File: src/rtl/ysyx_24090003_wbarb.sv
// Write-back arbiter: round-robin EXU/LSU onto the single register-file write port, 1-cycle registered output.
// Optional pending-write scoreboard is built only when YSYX_24090003_SCOREBOARD_EN is defined.
module ysyx_24090003_wbarb #(
  parameter int DATA_W = 32,
  parameter int RD_W   = 5
) (
  input  logic              cpu_clk,
  input  logic              cpu_rst,
  input  logic              ex_valid,
  input  logic [RD_W-1:0]   ex_rd,
  input  logic [DATA_W-1:0] ex_data,
  output logic              ex_ready,
  input  logic              ls_valid,
  input  logic [RD_W-1:0]   ls_rd,
  input  logic [DATA_W-1:0] ls_data,
  output logic              ls_ready,
  output logic              wb_en,
  output logic [RD_W-1:0]   wb_rd,
  output logic [DATA_W-1:0] wb_data,
  input  logic              issue_valid,
  input  logic [RD_W-1:0]   issue_rd,
  input  logic [RD_W-1:0]   rs1,
  input  logic [RD_W-1:0]   rs2,
  output logic              rs1_busy,
  output logic              rs2_busy
);
  localparam int NREG = 1 << RD_W;

  logic              r_ptr;
  logic              w_ex_gnt;
  logic              w_ls_gnt;
  logic              w_accept;
  logic [RD_W-1:0]   w_sel_rd;
  logic [DATA_W-1:0] w_sel_data;

  // The pointer only decides ties; 0 prefers EXU. Nothing is accepted while in reset.
  assign w_ex_gnt   = !cpu_rst && ex_valid && (!ls_valid || !r_ptr);
  assign w_ls_gnt   = !cpu_rst && ls_valid && (!ex_valid || r_ptr);
  assign w_accept   = w_ex_gnt || w_ls_gnt;
  assign w_sel_rd   = w_ls_gnt ? ls_rd : ex_rd;
  assign w_sel_data = w_ls_gnt ? ls_data : ex_data;
  assign ex_ready   = w_ex_gnt;
  assign ls_ready   = w_ls_gnt;

  always_ff @(posedge cpu_clk) begin
    if (cpu_rst) begin
      wb_en   <= 1'b0;
      wb_rd   <= '0;
      wb_data <= '0;
      r_ptr   <= 1'b0;
    end else begin
      // An x0 write still wins the grant and moves the pointer, but never reaches the regfile.
      wb_en <= w_accept && (w_sel_rd != '0);
      if (w_accept) begin
        wb_rd   <= w_sel_rd;
        wb_data <= w_sel_data;
        r_ptr   <= w_ex_gnt;
      end
    end
  end

`ifdef YSYX_24090003_SCOREBOARD_EN
  localparam logic [NREG-1:0] ONE = NREG'(1);

  logic [NREG-1:0] r_busy;
  logic [NREG-1:0] w_set;
  logic [NREG-1:0] w_clr;

  assign w_set = (issue_valid && (issue_rd != '0)) ? (ONE << issue_rd) : '0;
  assign w_clr = wb_en ? (ONE << wb_rd) : '0;

  // Set is applied after clear so a new producer outranks the retiring one.
  always_ff @(posedge cpu_clk) begin
    if (cpu_rst) begin
      r_busy <= '0;
    end else begin
      r_busy <= ((r_busy & ~w_clr) | w_set) & ~ONE;
    end
  end

  assign rs1_busy = r_busy[rs1];
  assign rs2_busy = r_busy[rs2];
`else
  logic w_unused_sb;

  assign w_unused_sb = ^{issue_valid, issue_rd, rs1, rs2, NREG[0]};
  assign rs1_busy    = 1'b0;
  assign rs2_busy    = 1'b0;
`endif

endmodule

File: config.mk
export PLATFORM = sky130hd
export DESIGN_NAME = ysyx_24090003_wbarb
export DESIGN_NICKNAME = d
export VERILOG_FILES = /design/src/rtl/ysyx_24090003_wbarb.sv
export SDC_FILE = /design/constraint.sdc
export NUM_CORES = 1
export LEC_CHECK = 0
export ABC_AREA = 1
export CAP_MARGIN = 20
export CORE_ASPECT_RATIO = 1.25
export CORE_UTILIZATION = 39
export DETAILED_ROUTE_END_ITERATION = 7
export GPL_TIMING_DRIVEN = 0
export PLACE_DENSITY = 0.95
export SLEW_MARGIN = 20
export SYNTH_ARGS = -nofsm -noshare
export SYNTH_HDL_FRONTEND = slang
export SYNTH_SLANG_ARGS = --single-unit
File: constraint.sdc
create_clock -name cpu_clk -period 2.5 [get_ports cpu_clk]
set_input_delay 0.5 -clock cpu_clk [delete_from_list [all_inputs] [get_ports cpu_clk]]
set_output_delay 0.5 -clock cpu_clk [all_outputs]
set_load 0.02 [all_outputs]
==> reports/summary.md <==
The run finished with clean final reports. The post-route cell area came out at 3448 um^2. The global routing usage summed across all routing layers is 20.89%. The logs give 561 for the net total in the final layout and 2 for the deepest level of the CTS H-tree. After detailed routing, the total wire length is 5.794 mm.

The largest total area in the synthesized netlist belongs to sky130_fd_sc_hd__dfxtp_1. The largest driver fanout on the critical path was 17. Sorting the synthesized cells by area gives the leading types as sky130_fd_sc_hd__dfxtp_1, sky130_fd_sc_hd__nand2_1, sky130_fd_sc_hd__inv_1, sky130_fd_sc_hd__a21oi_1, sky130_fd_sc_hd__o21ai_1.

The run gives 0 as the final global-route overflow total. The sequential cell area in the final layout was 780.7 um^2; the number of different library cells in the post-synthesis netlist was 20. The portion of the post-synthesis area used by sequential elements was 37.21%. The placed cell area was 3351 um^2.

The tree built by TritonCTS fans out to 39 sinks. For the first-pass GRT wire length, the log shows 9.156 mm. STA puts the critical path data required time at 2.00 ns.

Measured in cells, the most critical reg-to-reg path has a length of 9. The tools report the number of antenna violations at the first check in global routing as 0. The most common cell in the synthesized netlist was sky130_fd_sc_hd__nand2_1.

The final critical-path required period is 2.293 ns. The critical path is of the primary input to output pin type. The critical path starts at cpu_rst.

The detailed placer's ending HPWL was 4.524 mm. The final route contains 2384 vias. The post-route netlist has 5.353% of its cells at a drive strength greater than 1. The synthesized design contains 0 enable-type register cells. The pre-antenna-repair detailed-routing pass consisted of 4 iterations. TritonCTS built the clock tree.

Timing would allow up to 436.0 MHz. In the finished design, the share of the clock period the worst path needs comes to 91.74%. The critical register-to-register path endpoint was wb_data[25]$_SDFFE_PP0P_.

By count the netlist is led by sky130_fd_sc_hd__nand2_1, sky130_fd_sc_hd__inv_1, sky130_fd_sc_hd__dfxtp_1. STA classifies the critical path startpoint as a primary input. Summing all multi-input logic gate instances after layout gives 882.1 um^2. The final core area utilization was 67.40%; the cell count after synthesis was 343. Yosys printed 0 warnings. The capturing element type of the critical path was an output pin.

The core region is 5116 um^2. In this run the horizontal extent of the chip is 67.61 um. The later pin in the worst-skew pair is clocked with a latency of 0.28 ns. After synthesis the netlist holds a flip-flop and latch count of 39. The tools report the via count of the first global-routing pass as 2203.

The critical register-to-register path startpoint was r_ptr$_SDFFE_PP0P_. The filler cells instantiated in the layout total 436. The initialized floorplan defines 29 standard-cell rows. The clock passes through at most 2 buffers.

For the total clock buffers created by CTS, the log shows 5. The floorplan die height was 84.01 um; the static leakage power was 0.001788 uW. The count of buffers added on input and output ports is 117. The maximum number of pins on one net before global-route repair came out at 12. Setup slack on the worst reg-to-reg path comes out at 1.13 ns. The destination of the critical timing path was ls_ready. Using the TritonRoute via totals, the vias-per-cell ratio works out to 4.507. The antenna cell count is 0. The run gives 0 as the max-slew violation count. The top cell type's share of synthesized area works out to 37.21%. In this run the post-CTS setup repair buffer count came out at 0.

The wire length per cell after detailed routing works out to 10.95 um. The tools report the effective utilization at floorplan as 41.01%. For the top-level I/O count, the log shows 136.

The number of hold buffers added after CTS was 0. The CTS clock-pin slew for the worst setup and hold paths was 0.07 ns; the final setup violation count was 0. Counting flops with an async set or reset pin after synthesis yields a share of 0%.

The most used flip-flop cell after synthesis is sky130_fd_sc_hd__dfxtp_1. The detail route stage leaves a number of antenna-violating nets equal to 0. The logs give 1.79 ns for the data arrival at the endpoint of the critical path and 0.005390 ns for the worst setup skew after layout. At the end of routability-driven placement, the weighted congestion stood at 0.7129.

After the first detailed-routing iteration, the DRC count stood at 134. The post-synthesis to final-layout area growth is 64.34%. Across the VDD grid, the largest voltage drop is 0.2533 mV. In the routed design, unresolved DRC markers number 0.

The tree is rooted in a sky130_fd_sc_hd__clkbuf_8. The total count of hold-check failures in the final report was 0. The run gives 0 as the number of max-cap violations. In this run the worst hold path is classified as flop to flop. In this run the power density over the cells is 492.0 nW/um^2. The die footprint came out at 5679 um^2. The run gives 2098 um^2 as the netlist area before placement. The cell depth of the worst min-delay path works out to 2. Setup repair after global routing left no endpoint under its margin. Averaged over all synthesized cells, the footprint is 6.117 um^2.

Overall power consumption after layout is estimated at 1697 uW.
-- worst min path at each step --
stage	from	endpoint
6_report	r_ptr$_SDFFE_PP0P_	r_ptr$_SDFFE_PP0P_
5_1_grt	r_ptr$_SDFFE_PP0P_	r_ptr$_SDFFE_PP0P_
4_1_cts	r_ptr$_SDFFE_PP0P_	r_ptr$_SDFFE_PP0P_
3_5_place_dp	r_ptr$_SDFFE_PP0P_	r_ptr$_SDFFE_PP0P_
3_3_place_gp	r_ptr$_SDFFE_PP0P_	r_ptr$_SDFFE_PP0P_
2_1_floorplan	r_ptr$_SDFFE_PP0P_	r_ptr$_SDFFE_PP0P_
-- routing by layer --
metal | wire (um) | part of all wire (%) | global-route usage (%) | up-vias
met4 | 66 | 1.1 | 5.416 | 0
met3 | 298 | 5.1 | 4.781 | 6
met1 | 2391 | 41 | 22.73 | 1052
met5 | 0 | 0 | 0 | -
li1 | - | - | - | 1256
met2 | 3037 | 52 | 38.52 | 70
-- power by group --
part | switching [uW] | internal (uW) | total, uW
clock network | 210 | 293 | 502
logic | 237 | 262 | 500
registers | 23.2 | 671 | 695
total | 471 | 1230 | 1700
-- layout make-up --
cell class                 count  area share, %
buffer                        19          3.374
tap                           62          2.250
clock buffer                   6          2.104
timing repair buffer         117          33.96
multi-input combinational    201          25.58
sequential                    39          22.64
clock inverter                 1         0.8708
inverter                      84          9.216
-- metrics by stage --
| stage | std cells | setup TNS, ns | worst slack [ns] | hold slack [ns] |
|---|---|---|---|---|
| 2_1_floorplan | 344 | 0 | 0.7909 | 0.4478 |
| 3_3_place_gp | 523 | -0.3732 | -0.2917 | 0.4619 |
| 3_5_place_dp | 523 | -0.3881 | -0.3005 | 0.4920 |
| 4_1_cts | 530 | 0 | 0.04164 | 0.5026 |
| 5_1_grt | 529 | 0 | 0.1064 | 0.5458 |
| 6_report | 529 | 0 | 0.2065 | 0.5065 |
-- worst max-delay path, stage by stage --
cell	delay (ns)
sky130_fd_sc_hd__clkdlybuf4s50_1	0.43
sky130_fd_sc_hd__buf_6	0.17
sky130_fd_sc_hd__nor2_8	0.12
sky130_fd_sc_hd__nand2_2	0.10
sky130_fd_sc_hd__inv_4	0.18
sky130_fd_sc_hd__clkdlybuf4s15_2	0.29
-- repair_timing --
| item | CTS | global route |
|---|---|---|
| gates resized for setup | 4 | 1 |
| endpoints found under the setup margin | 2 | 1 |
| cloned | 0 | 0 |
| endpoints found under the hold margin | 0 | 0 |
-- layout by cell type, fill, tap and decap left out --
cell type	Yosys	routed
sky130_fd_sc_hd__a211oi_1	1	1
sky130_fd_sc_hd__a21oi_1	34	34
sky130_fd_sc_hd__buf_2	6	6
sky130_fd_sc_hd__buf_4	5	4
sky130_fd_sc_hd__buf_6	3	3
sky130_fd_sc_hd__bufinv_16	0	1
sky130_fd_sc_hd__clkbuf_1	6	7
sky130_fd_sc_hd__clkbuf_8	0	5
sky130_fd_sc_hd__clkdlybuf4s15_2	0	1
sky130_fd_sc_hd__clkdlybuf4s50_1	0	115
sky130_fd_sc_hd__conb_1	1	2
sky130_fd_sc_hd__dfxtp_1	39	39
sky130_fd_sc_hd__dlygate4sd2_1	0	1
sky130_fd_sc_hd__inv_1	82	82
sky130_fd_sc_hd__inv_2	2	1
sky130_fd_sc_hd__inv_4	0	1
sky130_fd_sc_hd__nand2_1	115	115
sky130_fd_sc_hd__nand2_2	1	1
sky130_fd_sc_hd__nand3_1	3	3
sky130_fd_sc_hd__nand3b_1	1	1
sky130_fd_sc_hd__nor2_1	2	2
sky130_fd_sc_hd__nor2_8	1	1
sky130_fd_sc_hd__nor3_1	1	1
sky130_fd_sc_hd__o21ai_0	19	19
sky130_fd_sc_hd__o21ai_1	20	20
sky130_fd_sc_hd__o21ai_2	1	1
-- sequential cells by signal (all words and copies together) (netlist names) --
signal,flops
wb_rd,5
wb_en,1
wb_data,32
r_ptr,1
-- kinds of logic after synthesis --
group / count (synthesis) / synth area share (%)
DFF: 39 / 37.21
AOI/OAI and AO/OA: 75 / 18.19
other: 1 / 0.1787
buffers and inverters: 104 / 20.93
and+or+nand+nor: 124 / 23.49
(Power assumes the default switching activity.)
